**src/rtl/ula_cmd_ctrl.sv**
```systemverilog
// Host-command sequencer for the ULA: flushes the selector, launches, waits for done.
// Define ULA_CTRL_WATCHDOG_EN to enable the per-operation timeout watchdog.
module ula_cmd_ctrl #(
  parameter int unsigned FLUSH_CYCLES   = 4,
  parameter logic [23:0] TIMEOUT_CYCLES = 24'd4_000_000
) (
  input  logic        clk,
  input  logic        reset,
  input  logic        cmd_valid,
  input  logic [3:0]  cmd_op,
  output logic        cmd_ready,
  input  logic        abort,
  input  logic        ula_done,
  output logic [3:0]  ula_seletor,
  output logic        busy,
  output logic        done_pulse,
  output logic [1:0]  status,
  output logic [3:0]  last_op,
  output logic [23:0] cycle_count
);

  localparam logic [3:0] IdleCode  = 4'b0111;
  localparam logic [3:0] FlushLast = 4'(FLUSH_CYCLES - 1);

`ifdef ULA_CTRL_WATCHDOG_EN
  localparam bit WatchdogEn = 1'b1;
`else
  localparam bit WatchdogEn = 1'b0;
`endif

  typedef enum logic [2:0] {
    StIdle, StFlush, StLaunch, StArm, StRun, StFinish
  } state_e;

  state_e      state_q, state_d;
  logic [3:0]  flush_cnt_q;
  logic [23:0] counter_q, counter_d;
  logic [1:0]  status_d;
  logic        pulse_d;
  logic        accept;
  logic        timeout;

  function automatic logic op_is_valid(input logic [3:0] op);
    case (op)
      4'b0000, 4'b0001, 4'b0010, 4'b0011, 4'b0100,
      4'b1000, 4'b1001, 4'b1010, 4'b1011: op_is_valid = 1'b1;
      default:                            op_is_valid = 1'b0;
    endcase
  endfunction

  assign accept  = cmd_valid && cmd_ready;
  assign timeout = WatchdogEn && ((state_q == StArm) || (state_q == StRun)) &&
                   (counter_q == TIMEOUT_CYCLES - 24'd1);

  always_comb begin
    counter_d = counter_q;
    case (state_q)
      StLaunch:     counter_d = '0;
      StArm, StRun: if (counter_q != '1) counter_d = counter_q + 24'd1;
      default:      counter_d = counter_q;
    endcase
  end

  // In ARM a high ula_done is stale; only a 0 sample lets the operation move to RUN.
  always_comb begin
    state_d  = state_q;
    status_d = status;
    pulse_d  = 1'b0;
    case (state_q)
      StIdle: begin
        if (accept) begin
          if (op_is_valid(cmd_op)) begin
            state_d = StFlush;
          end else begin
            status_d = 2'b01;
            pulse_d  = 1'b1;
          end
        end
      end
      StFlush: begin
        if (abort) begin
          state_d  = StFinish;
          status_d = 2'b11;
        end else if (flush_cnt_q == FlushLast) begin
          state_d = StLaunch;
        end
      end
      StLaunch: begin
        if (abort) begin
          state_d  = StFinish;
          status_d = 2'b11;
        end else begin
          state_d = StArm;
        end
      end
      StArm: begin
        if (timeout) begin
          state_d  = StFinish;
          status_d = 2'b10;
        end else if (abort) begin
          state_d  = StFinish;
          status_d = 2'b11;
        end else if (!ula_done) begin
          state_d = StRun;
        end
      end
      StRun: begin
        if (ula_done) begin
          state_d  = StFinish;
          status_d = 2'b00;
        end else if (timeout) begin
          state_d  = StFinish;
          status_d = 2'b10;
        end else if (abort) begin
          state_d  = StFinish;
          status_d = 2'b11;
        end
      end
      StFinish: state_d = StIdle;
      default:  state_d = StIdle;
    endcase
    if (state_d == StFinish) pulse_d = 1'b1;
  end

  always_ff @(posedge clk or negedge reset) begin
    if (!reset) begin
      state_q     <= StIdle;
      flush_cnt_q <= '0;
      counter_q   <= '0;
      ula_seletor <= IdleCode;
      cmd_ready   <= 1'b1;
      busy        <= 1'b0;
      done_pulse  <= 1'b0;
      status      <= 2'b00;
      last_op     <= IdleCode;
      cycle_count <= '0;
    end else begin
      state_q     <= state_d;
      counter_q   <= counter_d;
      status      <= status_d;
      done_pulse  <= pulse_d;
      cmd_ready   <= (state_d == StIdle);
      busy        <= (state_d != StIdle);
      flush_cnt_q <= (state_q == StFlush) ? flush_cnt_q + 4'd1 : 4'd0;
      ula_seletor <= ((state_d == StLaunch) || (state_d == StArm) || (state_d == StRun)) ?
                     last_op : IdleCode;
      if (accept && op_is_valid(cmd_op)) last_op <= cmd_op;
      if (state_d == StFinish) cycle_count <= counter_d;
    end
  end

endmodule
```
**config.mk**
```make
export PLATFORM = sky130hd
export DESIGN_NAME = ula_cmd_ctrl
export DESIGN_NICKNAME = d
export VERILOG_FILES = /design/src/rtl/ula_cmd_ctrl.sv
export SDC_FILE = /design/constraint.sdc
export NUM_CORES = 1
export LEC_CHECK = 0
export ABC_AREA = 0
export CAP_MARGIN = 10
export CORE_MARGIN = 2
export CORE_UTILIZATION = 50
export DETAILED_ROUTE_END_ITERATION = 12
export HOLD_SLACK_MARGIN = 0.05
export PLACE_DENSITY = 0.74
export SLEW_MARGIN = 20
export SYNTH_ARGS = -nofsm -noshare
export SYNTH_HDL_FRONTEND = slang
export SYNTH_SLANG_ARGS = --single-unit
```
**constraint.sdc**
```tcl
create_clock -name clk -period 2.1 [get_ports clk]
set_input_delay 0.21 -clock clk [delete_from_list [all_inputs] [get_ports clk]]
set_output_delay 0.21 -clock clk [all_outputs]
set_load 0.03 [all_outputs]
```
# == Word level (Yosys, flattened, before mapping) ==
# Memory sizes are Yosys's and may differ from the RTL's.
# Index checks and enable logic that the tools add are counted.
# op_classes
add_sub_neg,2
eq_ne,12
mux,25
n_reduce_logical,11
# op_table
op,n
$pmux W24 S2,1
$mux W3,9
$add A24 B1 Y24 const B,1
$mux W24,1
$ne A24 B24 Y1 const B,1
$pmux W3 S5,1
$eq A3 B2 Y1 const B,4
$eq A3 B3 Y1 const B,3
$mux W2,4
$mux W4,2
$logic_not A3 Y1,2
$mux W1,6
$pmux W2 S3,1
$reduce_bool A3 Y1,2
$add A4 B1 Y4 const B,1
$eq A4 B2 Y1 const B,1
$ne A2 B2 Y1 const B,2
$eq A3 B1 Y1 const B,1
$reduce_and A3 Y1,1
$reduce_or A3 Y1,1
$logic_and A1 B1 Y1,2
$logic_or A1 B1 Y1,2
$reduce_or A2 Y1,1
# word_totals
regBits,68
mem_bits_ro,32
inputBits,9
output_inout_bits,37
memories,2
# mem_list
memory,depth,width,read_ports,rd_clocked_by_memory_dff,write_ports,line_no,rtl
(name not given),16,1,1,0,0,44,case (op)
(name not given),16,1,1,0,0,44,

# == Longest topological paths before layout ==
# depth
word_depth,10
ltp_mapped,8

# == Worst setup path before layout ==
# No wires, ideal clock.
# synth_path
path_kind,reg2reg
startpoint,register cmd_ready
endpoint,register cycle_count[22]
setup_time_ns,0.127
arrival_ns,2.172
slack_ns,-0.199
path_stages_with_launch,8
path_buffers,2
synth_period_minus_slack_ns,2.299
cell_sequence,dfstp_2 nand2_1 or3b_4 a221oi_4 or2_1 buf_6 buf_6 mux2_1
# synth_between
elab_chain_cells,4
# synth_rtl
item,line_no,rtl
from (decl),11,"output logic cmd_ready,"
from (signal assigned),142,cmd_ready <= (state_d == StIdle);
$logic_and A1 B1 Y1,51,assign accept = cmd_valid && cmd_ready;
$mux W3,71,if (accept) begin
$pmux W3 S5,69,case (state_q)
$eq A3 B3 Y1,148,if (state_d == StFinish) cycle_count <= counter_d;
to (signal assigned),148,
to (decl),19,output logic [23:0] cycle_count
# Every way passes these cells.
# A chain may end at the register's enable or synchronous reset.

# == Worst setup path in the final report ==
# layout_path
startpoint,register cmd_ready
endpoint,register cycle_count[18]
# The elaborated chain is that of the path after synthesis.

==> results.json <==
{
  "status": "complete, but fails checks",
  "violations": "setup timing",
  "reg2reg_depth": 6,
  "synth_common_cells": "dfrtp_1, nand2_1, nor2_1",
  "detail_route.vias_per_cell": 6.041,
  "overflow": 0,
  "drt-pass1-iter-count": 5,
  "vias_in_the_first_global_route": 3163,
  "ys_seq_area_share_pct": 48.77,
  "cp.arrival_ns": 2.36,
  "seqCellArea_sq_um": 1713,
  "synth-main-ff-cell": "dfrtp_1",
  "timing.final.crit_period_ns": 2.131,
  "worst-slew-pin-transition_ns": 0.3979,
  "tritoncts.num_buffers": 9,
  "yosysWarningCount": 0,
  "p_leak_nw": 2.047,
  "final_layout_size_suffix_gt1_share_pct": 26.83,
  "netlist-cell-type-count": 61,
  "sequential_share_of_power_pct": 34.5,
  "die_w_microns": 87.75,
  "cts_sinks": 68,
  "place.detailed.hpwl_mm": 6.546,
  "final_cell_area_sq_um": 4703,
  "main_area_contributors_after_synthesis": "dfrtp_1, dfstp_2, mux2_4, nand2_1, a31oi_1",
  "area_growth_syn_to_layout_pct": 34.11,
  "timing.max_slew.rel_slack_pct": 73.14,
  "fin_nets": 442,
  "floorplan.io_pins": 46,
  "max-clock-path-buffers": 2,
  "worst-path-max-fanout": 6,
  "power.switching_mw": 2.115,
  "maximum_level_of_the_cts_h_tree": 3,
  "post_layout_nonfiller_instances": 532,
  "number_of_endpoints_failing_setup_at_the_final_stage": 10,
  "rsz_0062_raised_after_global_routing": "true",
  "dpl.cell_count": 511,
  "place_congestion": 1.006,
  "cp_top_family": "simple AND/OR/NAND/NOR gates",
  "grt_antenna_before_repair": 0,
  "synth_top_cell_area_share_pct": 43.52,
  "syn_area_per_cell_sq_um": 10.50,
  "peakVddDrop_uv": 909.9,
  "critical_path_buf_inv_count": 1,
  "timing.critical_path.depth": 6,
  "floorplan.die_area_sq_um": 7700,
  "clkTransAtPathRegs_ns": 0.07,
  "rows": 30,
  "synth_most_common_cell": "dfrtp_1",
  "proportion_of_synthesized_area_in_mux_cells_pct": 7.742,
  "share_of_the_synthesized_netlist_area_taken_by_xor_and_xnor_gates_pct": 0.4995,
  "final_cycle_utilization_of_the_critical_path_pct": 101.5,
  "postSynthRegisterBits": 68,
  "timing.fmax_ghz": 0.4692,
  "clockRootBuffer": "clkbuf_8",
  "synth_top_family_by_area": "simple AND/OR/NAND/NOR gates",
  "io_buffers": 45,
  "drv_slew": 0,
  "route.detailed.drc": 0,
  "wire_length_of_the_first_global_routing_pass_mm": 15.46,
  "critical_path.cell_chain": "nand2_2, or3b_4, a221oi_4, or2_4, clkbuf_16, mux2_4",
  "detail_route.wl_per_cell_microns": 18.04,
  "power_switching_share_pct": 38.84,
  "power.clock.fraction_pct": 17.1,
  "cellPowerDensity_nw_per_um2": 1158,
  "post_synth_fa_ha_maj_area_fraction_pct": 0.7135,
  "initial_utilization_pct": 51.62,
  "syn_nets": 345,
  "multi_input_area_sq_um": 1723,
  "layout_setup_ws_ns": -0.03147,
  "netlist_instances": 334,
  "number_of_enable_type_register_cells_in_the_synthesized_netlist": 0,
  "post_dp_cell_area_sq_um": 4385,
  "synth_top_cell_by_area": "dfrtp_1",
  "worst_setup_path_end_kind": "register",
  "fillerInstances": 532,
  "die-height_microns": 87.75,
  "via_count": 3214,
  "cp_slowest_stage_delay_ns": 0.55,
  "drv.max_cap_violation_count": 0,
  "async_flop_share_pct": 100.0,
  "combPwrFrac_pct": 48.5,
  "critical_path.startpoint_type": "register",
  "synth-simple-area-share_pct": 21.87,
  "postRouteAntennaNets": 0,
  "compound_gate_portion_of_the_synthesized_area_pct": 16.30,
  "crit_slowest_cell": "dfstp_2",
  "n_antenna_cell": 0,
  "wirelength_mm": 9.597,
  "hold_path.class": "in -> reg",
  "worst_ep_required_time_ns": 2.33,
  "finalHoldViolCount": 0,
  "grt_max_degree": 69,
  "clock-skew-final_ns": 0.007738,
  "detailedRoute.firstIterationViolations": 185,
  "critical_path_start_end_classification": "reg -> reg",
  "core_sq_um": 6794,
  "cts_tree": "yes",
  "holdPathStages": 2,
  "grt_use_total_pct": 26.35,
  "synthesis.area_sq_um": 3507,
  "cell_internal_pwr_mw": 3.331,
  "clk_latency_ns": 0.35
}
[path summary, 6_finish.rpt]
path                                 from              end  slack, ns
max                             cmd_ready  cycle_count[18]      -0.03
min                             cmd_op[1]       last_op[1]       0.19
max reg2reg                     cmd_ready  cycle_count[18]      -0.03
min reg2reg                flush_cnt_q[0]   flush_cnt_q[0]       0.47
max in group asynchronous           reset   ula_seletor[1]       1.35
min in group asynchronous           reset    counter_q[23]       0.42
[state kept, by name, summed over array words and instances (netlist names)]
register / count
status: 2
ula_seletor: 4
busy: 1
done_pulse: 1
state_q: 3
cmd_ready: 1
counter_q: 24
flush_cnt_q: 4
cycle_count: 24
last_op: 4
[stage by stage]
step | hold slack, ns | power, mW | worst slack (ns) | TNS [ns] | utilization (%)
3_5_place_dp | 0.2606 | 4.300 | -0.4134 | -7.404 | 64.55
4_1_cts | 0.2997 | 5.331 | 0.01206 | 0 | 67.88
2_1_floorplan | -0.08559 | 3.378 | -0.1992 | -2.690 | -
3_3_place_gp | 0.2547 | 4.251 | -0.3305 | -5.775 | 64.55
5_1_grt | 0.2201 | 5.743 | -0.09199 | -1.198 | 69.23
6_report | 0.1850 | 5.446 | -0.03147 | -0.1619 | 69.23
[what timing repair did]
item                       4_1_cts  5_1_grt
setup endpoints to repair       10       20
resized for setup                9       16
hold buffers                     1        0
cloned                           1        1
pin swaps                        2        5
hold endpoints to repair        61        0
setup buffers                    1        1
[cells in the final DEF (no fill, tap or decap), types with 6 or more instances in the layout]
master            n
buf_4            51
inv_1            13
dfstp_2           7
nand4_1          13
nor2_1           16
o21ai_0          15
clkdlybuf4s50_1  41
nand2_1          24
nor3_1           10
a21oi_1          13
clkbuf_8         10
and4_1            9
nand3_1          12
a31oi_1          13
dfrtp_1          59
or3_1             8
and3_1            6
mux2_4           16
[power groups by stage]
stage | sequential (mW) | clock [mW] | combinational, mW
after CTS | 1.87 | 0.943 | 2.52
after detailed placement | 1.88 | 0 | 2.42
after floorplan | 2.33 | 0 | 1.05
after global routing | 1.92 | 1.01 | 2.82
final | 1.88 | 0.929 | 2.64
after global placement | 1.88 | 0 | 2.37
[worst reg2reg max path, stage by stage, from the launching register on]
cell,delay (ns)
dfstp_2,0.55
nand2_2,0.06
or3b_4,0.40
a221oi_4,0.27
or2_4,0.24
clkbuf_16,0.19
mux2_4,0.31
[area by class of cell]
cell class,count,area share (%)
Inverter,13,1.038
Clock inverter,3,0.3192
Tap cell,96,2.554
Sequential cell,68,36.42
Timing Repair Buffer,101,19.87
Multi-Input combinational cell,238,36.63
Clock buffer,13,3.166
[kinds of logic (layout without fill, tap and decap cells)]
group	Yosys count	after routing
AOI/OAI and AO/OA	80	80
xor gates and xnor gates	2	2
adders and majority gates	2	2
buffers and inverters	28	130
muxes	21	21
DFF	68	68
and+or+nand+nor	133	133
[metal layers]
layer | global-route usage, % | vias to the layer above | wire length (microns)
met4 | 11.33 | 0 | 300
met3 | 4.713 | 34 | 479
met5 | 0 | - | 0
met2 | 41.87 | 119 | 4521
met1 | 35.60 | 1591 | 4295
li1 | - | 1470 | -
(Power assumes the default switching activity.)
